<file path="src/rtl/clock_set_ctrl.sv">
// Time-set sequencer for the HH:MM:SS chain: RUN/SET_HOUR/SET_MIN/SET_SEC FSM, hold-to-repeat, digit blink.
// Define CLOCK_SET_TIMEOUT_EN to return to RUN automatically after TIMEOUT idle cycles in a SET state.
module clock_set_ctrl #(
   parameter logic [31:0] REPEAT_DELAY  = 32'd25_000_000,
   parameter logic [31:0] REPEAT_PERIOD = 32'd5_000_000,
   parameter logic [31:0] BLINK_HALF    = 32'd12_500_000,
   parameter logic [31:0] TIMEOUT       = 32'd500_000_000
) (
   input  logic       clk,
   input  logic       rst_n,
   input  logic       mode_p,
   input  logic       sel_p,
   input  logic       up_p,
   input  logic       dn_p,
   input  logic       up_lvl,
   input  logic       dn_lvl,
   output logic       run_en,
   output logic       set_active,
   output logic       inc_hour,
   output logic       dec_hour,
   output logic       inc_min,
   output logic       dec_min,
   output logic       inc_sec,
   output logic       dec_sec,
   output logic [5:0] blink_mask
);

   typedef enum logic [1:0] {RUN, SET_HOUR, SET_MIN, SET_SEC} state_t;

   state_t      state;
   state_t      next_state;
   logic [31:0] hold_cnt;
   logic        repeating;
   logic        hold_run;
   logic        rep_fire;
   logic        in_set;
   logic        key_ok;
   logic        step_up;
   logic        step_dn;
   logic [31:0] blink_cnt;
   logic        blink_off;
   logic        timeout;
   logic [5:0]  pulse_d;

   assign in_set   = (state != RUN);
   assign key_ok   = in_set && !mode_p && !sel_p;
   assign hold_run = in_set && !up_p && !dn_p && (up_lvl ^ dn_lvl);
   assign rep_fire = hold_run && (repeating ? (hold_cnt == REPEAT_PERIOD - 32'd1)
                                            : (hold_cnt == REPEAT_DELAY - 32'd1));
   // up_p and dn_p together cancel; a repeat follows whichever single level is held
   assign step_up  = key_ok && ((up_p && !dn_p) || (rep_fire && up_lvl));
   assign step_dn  = key_ok && ((dn_p && !up_p) || (rep_fire && dn_lvl));

`ifdef CLOCK_SET_TIMEOUT_EN
   logic [31:0] idle_cnt;
   logic        activity;

   assign activity = mode_p | sel_p | up_p | dn_p | up_lvl | dn_lvl;
   assign timeout  = in_set && !activity && (idle_cnt == TIMEOUT - 32'd1);

   always_ff @(posedge clk or negedge rst_n) begin
      if (!rst_n)
         idle_cnt <= 32'd0;
      else if (!in_set || activity)
         idle_cnt <= 32'd0;
      else
         idle_cnt <= idle_cnt + 32'd1;
   end
`else
   assign timeout = 1'b0;
`endif

   always_ff @(posedge clk or negedge rst_n) begin
      if (!rst_n)
         state <= RUN;
      else
         state <= next_state;
   end

   always_comb begin
      next_state = state;
      case (state)
         RUN:      if (mode_p) next_state = SET_HOUR;
         SET_HOUR: if (mode_p) next_state = RUN; else if (sel_p) next_state = SET_MIN;
                   else if (timeout) next_state = RUN;
         SET_MIN:  if (mode_p) next_state = RUN; else if (sel_p) next_state = SET_SEC;
                   else if (timeout) next_state = RUN;
         SET_SEC:  if (mode_p) next_state = RUN; else if (sel_p) next_state = SET_HOUR;
                   else if (timeout) next_state = RUN;
         default:  next_state = RUN;
      endcase
   end

   always_comb begin
      pulse_d    = 6'b000000;
      blink_mask = 6'b000000;
      case (state)
         SET_HOUR: begin
            pulse_d[5:4]    = {step_up, step_dn};
            blink_mask[5:4] = {2{blink_off}};
         end
         SET_MIN: begin
            pulse_d[3:2]    = {step_up, step_dn};
            blink_mask[3:2] = {2{blink_off}};
         end
         SET_SEC: begin
            pulse_d[1:0]    = {step_up, step_dn};
            blink_mask[1:0] = {2{blink_off}};
         end
         default: ;
      endcase
   end

   // Hold counter: first run to REPEAT_DELAY, then wraps every REPEAT_PERIOD while held
   always_ff @(posedge clk or negedge rst_n) begin
      if (!rst_n) begin
         hold_cnt  <= 32'd0;
         repeating <= 1'b0;
      end else if (!hold_run) begin
         hold_cnt  <= 32'd0;
         repeating <= 1'b0;
      end else if (rep_fire) begin
         hold_cnt  <= 32'd0;
         repeating <= 1'b1;
      end else begin
         hold_cnt  <= hold_cnt + 32'd1;
      end
   end

   // Any edit or field change restarts the blink with digits visible
   always_ff @(posedge clk or negedge rst_n) begin
      if (!rst_n) begin
         blink_cnt <= 32'd0;
         blink_off <= 1'b0;
      end else if (!in_set || next_state == RUN || step_up || step_dn || sel_p) begin
         blink_cnt <= 32'd0;
         blink_off <= 1'b0;
      end else if (blink_cnt == BLINK_HALF - 32'd1) begin
         blink_cnt <= 32'd0;
         blink_off <= ~blink_off;
      end else begin
         blink_cnt <= blink_cnt + 32'd1;
      end
   end

   always_ff @(posedge clk or negedge rst_n) begin
      if (!rst_n) begin
         run_en     <= 1'b1;
         set_active <= 1'b0;
         {inc_hour, dec_hour, inc_min, dec_min, inc_sec, dec_sec} <= 6'b000000;
      end else begin
         run_en     <= (next_state == RUN);
         set_active <= (next_state != RUN);
         {inc_hour, dec_hour, inc_min, dec_min, inc_sec, dec_sec} <= pulse_d;
      end
   end

endmodule

</file>
<file path="config.mk">
export PLATFORM = sky130hd
export DESIGN_NAME = clock_set_ctrl
export DESIGN_NICKNAME = d
export VERILOG_FILES = /design/src/rtl/clock_set_ctrl.sv
export SDC_FILE = /design/constraint.sdc
export NUM_CORES = 1
export LEC_CHECK = 0
export BUFFER_PORTS_ARGS = -buffer_cell sky130_fd_sc_hd__buf_4
export CORE_UTILIZATION = 45
export CTS_BUF_LIST = sky130_fd_sc_hd__clkbuf_4 sky130_fd_sc_hd__clkbuf_8 sky130_fd_sc_hd__clkbuf_16
export DETAILED_ROUTE_END_ITERATION = 16
export HOLD_SLACK_MARGIN = 0.1
export PLACE_DENSITY_LB_ADDON = 0.05
export SLEW_MARGIN = 40
export SYNTH_ARGS = -nofsm -noshare
export SYNTH_HDL_FRONTEND = slang
export SYNTH_SLANG_ARGS = --single-unit
</file>
<file path="constraint.sdc">
create_clock -name clk -period 2.1 [get_ports clk]
set_input_delay 0 -clock clk [delete_from_list [all_inputs] [get_ports clk]]
set_output_delay 0 -clock clk [all_outputs]
set_load 0.01 [all_outputs]
</file>
; ---- Word level (Yosys, flattened, before mapping)
; Index checks and enable logic that the tools add are counted.
[totals]
regBits = 76
in_bits = 8
[classes]
muxes = 23
add_sub_neg = 2
reduce_logical = 28
n_eq_ne = 7
bitwise_logic = 2
[op_table]
columns = cell, count
row1 = 2-to-1 mux 32 bit, 4
row2 = "adder 32 x 1 -> 32 bit, second input constant", 2
row3 = "equality test 32 x 23 -> 1 bit, second input constant", 1
row4 = "equality test 32 x 24 -> 1 bit, second input constant", 1
row5 = "equality test 32 x 25 -> 1 bit, second input constant", 1
row6 = 2-to-1 mux 2 bit, 13
row7 = logical AND 1 bit, 12
row8 = case mux 2 bit (4 select lines), 1
row9 = logical OR 1 bit, 6
row10 = nonzero test 2 bit, 3
row11 = zero test 1 bit, 5
row12 = 2-to-1 mux 1 bit, 5
row13 = "equality test 2 bit, second input constant", 2
row14 = zero test 2 bit, 2
row15 = "equality test 2 x 1 -> 1 bit, second input constant", 1
row16 = "inequality test 2 x 1 -> 1 bit, second input constant", 1
row17 = NOT 1 bit, 1
row18 = bitwise XOR 1 bit, 1

; ---- Depth between registers and ports, before layout
; Gate-level depths: netlist of the first run.
[depth]
ltp_word = 12
mapped_depth = 8
mapped_depth_nobuf = 6

; ---- Worst setup path before layout of the first run
; Ideal clock, no wire load.
[synth_timing]
path_type = flip-flop to flip-flop
from = register hold_cnt[0]
to = register hold_cnt[28]
required_ns = 2.027
path_buffers = 1
setup_ns = 0.073
path_slack_ns = -0.080
path_stages_with_launch = 8
t_arrival_ns = 2.107
path_cell_list = dfrtp_1 ha_1 and2_1 nand2_2 or4_1 buf_2 or4_4 a21oi_2
[synth_between]
elab_chain_len = 5
elab_cells_between_ends = 7
classes_between = add/sub (1) / eq/ne (2) / mux (3) / reduce/logical (1)
[synth_rtl]
columns = element, line
row1 = "start, declared", 32  ; logic [31:0] hold_cnt;
row2 = "start signal, assigned", 126  ; hold_cnt <= hold_cnt + 32'd1;
row3 = "parallel branches: the longest is 3 deep, another holds adder 32 x 1 -> 32 bit", -
row4 = 2-to-1 mux 32 bit *, 122  ; end else if (rep_fire) begin
row5 = 2-to-1 mux 32 bit *, 119  ; end else if (!hold_run) begin
; Mark *: on every way between the ends.
; A chain may end at the register's enable or synchronous reset.

; ---- Final worst setup path of the first run
[layout_timing]
from = register hold_cnt[21]
to = register blink_cnt[25]
[layout_between]
elab_chain_len = 10
elab_cells_between_ends = 14
classes_between = eq/ne (2) / mux (2) / reduce/logical (10)
[layout_rtl]
columns = element, line
row1 = equality test 32 x 25 -> 1 bit or equality test 32 x 23 -> 1 bit (tied branches), "49, 48"
row2 = 2-to-1 mux 1 bit *, 48  ; assign rep_fire = hold_run && (repeating ? (hold_cnt == REPEAT_PERIOD - 32'd1)
row3 = logical AND 1 bit *, 48
row4 = logical AND 1 bit, 51  ; assign step_up = key_ok && ((up_p && !dn_p) || (rep_fire && up_lvl));
row5 = logical OR 1 bit, 51
row6 = logical AND 1 bit, 51
row7 = logical OR 1 bit, 135  ; end else if (!in_set || next_state == RUN || step_up || step_dn || sel_p) begin
row8 = logical OR 1 bit * (2 in series), 135
row9 = 2-to-1 mux 32 bit *, 135
row10 = "end signal, assigned", 142  ; blink_cnt <= blink_cnt + 32'd1;
row11 = "end, declared", 40  ; logic [31:0] blink_cnt;
; Every way passes the cells marked *; elsewhere a longest branch is shown, timed or not.

==> metrics.log, run 1 <==
[metrics] Critical Path Fanout Max: 16
[metrics] cell at the root of the clock tree: sky130_fd_sc_hd__clkbuf_8
[metrics] element type at the critical path end: register
[metrics] filler instances: 720
[metrics] Power Total: 0.00290 W
[metrics] antenna violations before repair: 0
[metrics] post-route insts no fill: 558
[metrics] maximum clock frequency: 493 MHz
[metrics] initial drt markers: 97
[metrics] number of remaining DRC errors: 0
[metrics] Initial DRT Pass Iterations: 4
[metrics] vias in the first global route: 2696
[metrics] utilization of the core after routing: 0.570
[metrics] ratio of final minimum period to clock period: 0.966
[metrics] Power Density: 622 nW/um^2
[metrics] GR Layer Usage met2: 0.302
[metrics] most heavily used metal layer in global routing: met2
[metrics] H-tree levels: 3
[metrics] synthesized net count: 401
[metrics] number of cell rows: 33
[metrics] Die Y-Extent: 93.9 um
[metrics] Die Width: 93.9 um
[metrics] GRT Util Overall: 0.194
[metrics] Clk pin slew, worst setup/hold paths: 80 ps
[metrics] sequential cell area in the final layout: 1910 um^2
[metrics] Port Buffers: 21
[metrics] slew margin rel.: 0.652
[metrics] worst clock skew: 13.6 ps
[metrics] insertion delay to the later sink of the worst-skew pair: 350 ps
[metrics] Post-DRT Antenna Nets: 0
[metrics] kind of launch point of the worst setup path: register
[metrics] multi-input logic area: 1820 um^2
[metrics] synth-to-layout area growth: 22.7%
[metrics] summed instance area of the synthesized netlist: 3800 um^2
[metrics] aggregate global routing overflow: 0
[metrics] Crit path arrival time: 2260 ps
[metrics] fraction of met1 tracks used by global routing: 0.272
[metrics] Post-Layout Inst Area: 4660 um^2
[metrics] most frequent cells in the layout: sky130_fd_sc_hd__dfrtp_1 (73), sky130_fd_sc_hd__nor2_1 (71), sky130_fd_sc_hd__buf_4 (49), sky130_fd_sc_hd__xor2_1 (33), sky130_fd_sc_hd__nand3_1 (27)
[metrics] CTS max path bufs: 2
[metrics] number of vias after detailed routing: 2947
[metrics] HP Class: input port to async pin
[metrics] DR WL/cell: 14.7 um
[metrics] worst-case vdd ir drop: 386 uV
[metrics] Distinct cells, synth: 37
[metrics] Worst Setup Path Type: register to register
[metrics] flip-flop and latch count after synthesis: 76
[metrics] clock tree from TritonCTS: built
[metrics] largest net degree at the start of global routing: 41
[metrics] area of the die: 8810 um^2
[metrics] total placed instance area: 4230 um^2
[metrics] number of warning messages in the yosys log: 0
[metrics] required time of the critical path: 2330 ps
[metrics] final critical path time including I/O delays and setup: 2030 ps
[metrics] number of placed instances with taps included: 524
[metrics] number of nets in the final layout: 458
[metrics] endpoints failing setup: 0
[metrics] Initial Util: 0.464
[metrics] Seq/Total Area, Yosys: 0.501
[metrics] estimated wirelength of the detail-placed design: 5.26 mm
[metrics] worst hold margin: 162 ps
[metrics] global placement routability congestion: 0.837
[metrics] outcome: complete, no violations
[metrics] Final Hold Vio Count: 0
[metrics] count of inserted antenna diode cells: 0
[metrics] Static Leak: 1.88 nW
[metrics] CTS Sinks: 76
[metrics] number of maximum-capacitance violations: 0
[metrics] count of mapped cells out of synthesis: 391
[metrics] core outline area: 8180 um^2
[metrics] commonest non-fill, non-tap cell in the layout: sky130_fd_sc_hd__dfrtp_1
[metrics] average size of a mapped cell: 9.71 um^2
[metrics] cts bufs inserted: 9
[metrics] average via count per standard cell: 5.28
[metrics] global-route wire length before repair: 13.3 mm
[metrics] wirelength, routed: 8.22 mm
[metrics] count of final max-slew check failures: 0
[metrics] I/O pin cnt: 22
[metrics] fraction of layout instances using a drive strength above 1: 0.208
[metrics] Slew @ Worst Pin: 522 ps
[metrics] met3 track demand over resource in global routing: 0.0388
## critical path, stage by stage, from the launching register on
cell	delay, ps
sky130_fd_sc_hd__dfrtp_1	430
sky130_fd_sc_hd__buf_4	150
sky130_fd_sc_hd__nor4b_2	240
sky130_fd_sc_hd__nand4_1	210
sky130_fd_sc_hd__a2111oi_4	430
sky130_fd_sc_hd__or3_4	230
sky130_fd_sc_hd__clkbuf_16	180
sky130_fd_sc_hd__nor2_1	50
## flip-flops by register name, indices dropped and copies added, names as in the netlist
signal and flops:
dec_min 1, inc_hour 1, hold_cnt 32, repeating 1, inc_min 1, run_en 1
blink_off 1, inc_sec 1, state 2, dec_hour 1, dec_sec 1, set_active 1
blink_cnt 32
## through the flow
stage	worst slack [ps]	TNS, ps
CTS	27.2	0
floorplan	4.07	0
finish	71.4	0
global route	-52.1	-1420
global placement	75.9	0
detailed placement	46.1	0
## synthesized netlist by cell type (all sizes together)
master	count	area share
dfrtp	75	0.49
nor2	71	0.070
xor2	33	0.076
nand3	28	0.040
nand4	22	0.036
xnor2	21	0.048
nand2	18	0.018
buf	13	0.022
a21oi	12	0.017
nor3	11	0.014
nor4	10	0.016
or3	10	0.016
and4	9	0.021
inv	9	0.0089
o21ai	8	0.011
and3	7	0.012
or4	6	0.014
clkbuf	5	0.0053
nor2b	4	0.0066
nor4b	3	0.0069
and2	2	0.0033
ha	2	0.0066
nand3b	2	0.0040
nor4bb	2	0.0053
o31ai	2	0.0040
or2	2	0.0033
a2111oi	1	0.0072
a211oi	1	0.0020
dfstp	1	0.0069
or4b	1	0.0026
## where the power goes
group / switching (W) / internal [W] / total, W / leakage, nW
Combinational: 0.000121 / 0.000101 / 0.000222 / 0.728
Sequential: 0.0000100 / 0.00149 / 0.00150 / 1.05
Clock: 0.000549 / 0.000624 / 0.00117 / 0.106
## cells by family (layout without fill, tap and decap cells)
kind of cell,count (synthesis),in the layout,synth area share
buffers and inverters,27,88,0.0359
xor gates and xnor gates,54,54,0.125
and+or+nand+nor,208,209,0.291
adders and majority gates,2,2,0.00659
AOI/OAI and AO/OA,24,24,0.0405
DFF,76,76,0.501
## cell type report
class / instances / share of cell area
clock inverters: 4 / 0.0102
clock buffers: 12 / 0.0341
multi-input cells: 289 / 0.391
well taps: 105 / 0.0282
repair buffers: 63 / 0.121
flip-flops and latches: 76 / 0.409
inverters: 9 / 0.00725
## worst paths after layout
kind	from	endpoint	slack [ps]	cells past startpoint
worst max-delay path	hold_cnt[21]	blink_cnt[25]	70	7
worst min-delay path	rst_n	hold_cnt[3]	160	2
worst max register to register	hold_cnt[21]	blink_cnt[25]	70	7
worst min register to register	blink_cnt[0]	blink_cnt[0]	490	1
max in group asynchronous	rst_n	run_en	1300	3
min in group clk	mode_p	state[0]	490	3
## layer usage
layer / up-vias / routed length, um
li1: 1480 / -
met4: 0 / 76
met3: 6 / 172
met5: - / 0
met2: 25 / 4060
met1: 1436 / 3910
## what timing repair did
item / 4_1_cts / 5_1_grt
hold buffers: 9 / 0
setup buffers: 0 / 7
setup endpoints to repair: 0 / 63
gates resized for setup: 0 / 13
endpoints found under the hold margin: 87 / 0
No activity file was read; power rests on OpenSTA's default activity.
==> run 2: changes to the inputs <==
- CAP_MARGIN: not set -> 20
- CORE_UTILIZATION: 45 -> 33
- GPL_TIMING_DRIVEN: not set -> 0
==> run 2 against run 1 <==
Against the previous run: register-to-register slack lost 40 ps; first-iteration DRC count grew 100%; hold slack gained 120 ps; total power grew 8.3%; wire length grew 5.9%; core utilization shrank 12 points; die area grew 36%; combinational power grew 10%; critical endpoint is now blink_cnt[5]; largest cell class is now multi-input gates; highest routed layer unchanged.
==> metrics.log, run 2 (same netlist as run 1, synthesis figures left out) <==
[metrics] outcome: complete, no violations (unchanged)
[metrics] Die Y-Extent: 109 um (was 93.9 um)
[metrics] Static Leak: 1.92 nW (was 1.88 nW)
[metrics] wirelength, routed: 8.70 mm (was 8.22 mm)
[metrics] element type at the critical path end: register (unchanged)
[metrics] worst-case vdd ir drop: 354 uV (was 386 uV)
[metrics] Post-DRT Antenna Nets: 0 (unchanged)
[metrics] stage delay of the slowest cell on the critical path: 380 ps (was 430 ps)
[metrics] Die Width: 109 um (was 93.9 um)
[metrics] Slew @ Worst Pin: 717 ps (was 522 ps)
[metrics] slew margin rel.: 0.522 (was 0.652)
[metrics] I/O pin cnt: 22 (unchanged)
[metrics] R2R Path End: blink_cnt[5] (was blink_cnt[25])
[metrics] Worst Setup Path Type: register to register (unchanged)
[metrics] Final Hold Vio Count: 0 (unchanged)
[metrics] largest registers ranked by flip-flop count: blink_cnt (32), hold_cnt (32), state (2) (unchanged)
[metrics] ratio of final minimum period to clock period: 0.983 (was 0.966)
[metrics] required time of the critical path: 2360 ps (was 2330 ps)
[metrics] startpoint of the lowest-slack register-to-register path: state[1] (was hold_cnt[21])
[metrics] Port Buffers: 21 (unchanged)
[metrics] CTS Sinks: 76 (unchanged)
[metrics] number of remaining DRC errors: 0 (unchanged)
[metrics] CTS max path bufs: 2 (unchanged)
[metrics] commonest non-fill, non-tap cell in the layout: sky130_fd_sc_hd__dfrtp_1 (unchanged)
[metrics] endpoints failing setup: 0 (unchanged)
[metrics] DR WL/cell: 14.6 um (was 14.7 um)
[metrics] estimated wirelength of the detail-placed design: 5.60 mm (was 5.26 mm)
[metrics] filler instances: 1076 (was 720)
[metrics] register-to-register setup slack: 30 ps (was 70 ps)
[metrics] number of nets in the final layout: 463 (was 458)
[metrics] count of final max-slew check failures: 0 (unchanged)
[metrics] global placement routability congestion: 0.777 (was 0.837)
[metrics] Clk pin slew, worst setup/hold paths: 50 ps (was 80 ps)
[metrics] HP Class: input port to async pin (unchanged)
[metrics] aggregate global routing overflow: 0 (unchanged)
[metrics] most frequent cells in the layout: sky130_fd_sc_hd__dfrtp_1 (69), sky130_fd_sc_hd__nor2_1 (52), sky130_fd_sc_hd__buf_4 (51), sky130_fd_sc_hd__xor2_1 (33), sky130_fd_sc_hd__nand3_1 (27) (was sky130_fd_sc_hd__dfrtp_1 (73), sky130_fd_sc_hd__nor2_1 (71), sky130_fd_sc_hd__buf_4 (49), sky130_fd_sc_hd__xor2_1 (33), sky130_fd_sc_hd__nand3_1 (27))
[metrics] GRT Util Overall: 0.162 (was 0.194)
[metrics] Critical Path Fanout Max: 7 (was 16)
[metrics] kind of launch point of the worst setup path: register (unchanged)
[metrics] first element of the critical path: state[1] (was hold_cnt[21])
[metrics] count of inserted antenna diode cells: 0 (unchanged)
[metrics] global-route wire length before repair: 14.4 mm (was 13.3 mm)
[metrics] highest-delay cell along the critical path: sky130_fd_sc_hd__or3_1 (was sky130_fd_sc_hd__dfrtp_1)
[metrics] unrepaired setup endpoints after global routing: yes
[metrics] Crit path arrival time: 2330 ps (was 2260 ps)
[metrics] cts bufs inserted: 9 (unchanged)
[metrics] number of vias after detailed routing: 3006 (was 2947)
[metrics] Cell Chain, Critical Path: buf_6 -> nor2_4 -> or3_1 -> or3_4 -> or3_1 -> buf_6 -> clkbuf_16 -> nor2_1 (was buf_4 -> nor4b_2 -> nand4_1 -> a2111oi_4 -> or3_4 -> clkbuf_16 -> nor2_1)
[metrics] Initial Util: 0.344 (was 0.464)
[metrics] cell at the root of the clock tree: sky130_fd_sc_hd__clkbuf_16 (was sky130_fd_sc_hd__clkbuf_8)
[metrics] average via count per standard cell: 5.06 (was 5.28)
[metrics] Power Density: 635 nW/um^2 (was 622 nW/um^2)
[metrics] Initial DRT Pass Iterations: 8 (was 4)
[metrics] largest net degree at the start of global routing: 77 (was 41)
[metrics] worst hold margin: 280 ps (was 162 ps)
[metrics] area of the die: 11900 um^2 (was 8810 um^2)
[metrics] insertion delay to the later sink of the worst-skew pair: 330 ps (was 350 ps)
[metrics] worst clock skew: 5.06 ps (was 13.6 ps)
[metrics] vias in the first global route: 2807 (was 2696)
[metrics] fraction of layout instances using a drive strength above 1: 0.269 (was 0.208)
[metrics] core outline area: 11000 um^2 (was 8180 um^2)
[metrics] synth-to-layout area growth: 30.1% (was 22.7%)
[metrics] H-tree levels: 3 (unchanged)
[metrics] maximum clock frequency: 484 MHz (was 493 MHz)
[metrics] clock tree from TritonCTS: built (unchanged)
[metrics] utilization of the core after routing: 0.448 (was 0.570)
[metrics] path depth of the worst reg2reg path: 8 (was 7)
[metrics] number of cell rows: 38 (was 33)
[metrics] number of maximum-capacitance violations: 0 (unchanged)
[metrics] antenna violations before repair: 0 (unchanged)
[metrics] final critical path time including I/O delays and setup: 2070 ps (was 2030 ps)
[metrics] initial drt markers: 197 (was 97)
-- run 2: cell count changes in the layout (fill, tap and decap cells not counted), moves of 3 or more --
| cell | previous run | this run |
|---|---|---|
| sky130_fd_sc_hd__clkbuf_16 | 1 | 10 |
| sky130_fd_sc_hd__buf_6 | 0 | 3 |
| sky130_fd_sc_hd__nor2_4 | 0 | 10 |
| sky130_fd_sc_hd__clkbuf_8 | 11 | 1 |
| sky130_fd_sc_hd__dfrtp_2 | 2 | 6 |
| sky130_fd_sc_hd__nor2_1 | 71 | 52 |
| sky130_fd_sc_hd__dfrtp_1 | 73 | 69 |
| sky130_fd_sc_hd__nor2_2 | 0 | 9 |
| sky130_fd_sc_hd__buf_8 | 0 | 3 |
-- run 2: layer usage --
metal | up-vias | track usage | part of all wire
met3 | 8 | 0.0323 | 0.026
met4 | 0 | 0.0800 | 0.011
li1 | 1487 | - | -
met1 | 1475 | 0.247 | 0.53
met5 | - | 0 | 0
met2 | 36 | 0.214 | 0.43
-- run 2: area by class of cell --
cell class | count | area [um^2] | area share
buffer | 14 | 156 | 0.0317
clock buffer | 12 | 254 | 0.0514
inverter | 9 | 33.8 | 0.00684
multi-input combinational | 288 | 1960 | 0.396
sequential | 76 | 1910 | 0.387
tap | 140 | 175 | 0.0355
timing repair buffer | 55 | 454 | 0.0919
-- run 2: power breakdown --
part           total (W)  leakage [nW]  switching (W)  internal (W)
clock network    0.00138         0.127       0.000546      0.000832
logic           0.000245         0.752       0.000132      0.000113
registers        0.00151          1.04      0.0000186       0.00150
-- run 2: worst max-delay path: cells and delay by family (launching register included) --
family / cells / cell delay [ps]
buf+inv: 3 / 460
flops: 1 / 350
simple gates: 5 / 1190
-- run 2: worst max-delay path by stage --
stage,cells past startpoint,end,slack (ps)
finish,8,blink_cnt[5],30
detailed placement,8,hold_cnt[4],-240
floorplan,7,hold_cnt[28],4
global placement,8,hold_cnt[16],-250
CTS,8,blink_cnt[22],0.4
global route,7,blink_cnt[27],-90
-- run 2: timing repair --
| action | 4_1_cts | 5_1_grt |
|---|---|---|
| gates resized for setup | 19 | 52 |
| pin swaps | 6 | 13 |
| cloned | 0 | 1 |
| hold buffers | 8 | 0 |
| setup buffers | 14 | 11 |
| hold endpoints to repair | 85 | 0 |
| setup endpoints to repair | 64 | 61 |
-- run 2: per-stage QoR --
| step | power [W] | instance area [um^2] | TNS [ps] | std cells | setup WS, ps |
|---|---|---|---|---|---|
| finish | 0.00314 | 4940 | 0 | 594 | 34.8 |
| global route | 0.00329 | 4940 | -2640 | 594 | -89.4 |
| CTS | 0.00314 | 4650 | 0 | 584 | 0.407 |
| detailed placement | 0.00172 | 4160 | -12800 | 552 | -239 |
| global placement | 0.00172 | 4150 | -12690 | 552 | -250 |
| floorplan | 0.00162 | 3810 | 0 | 391 | 4.07 |
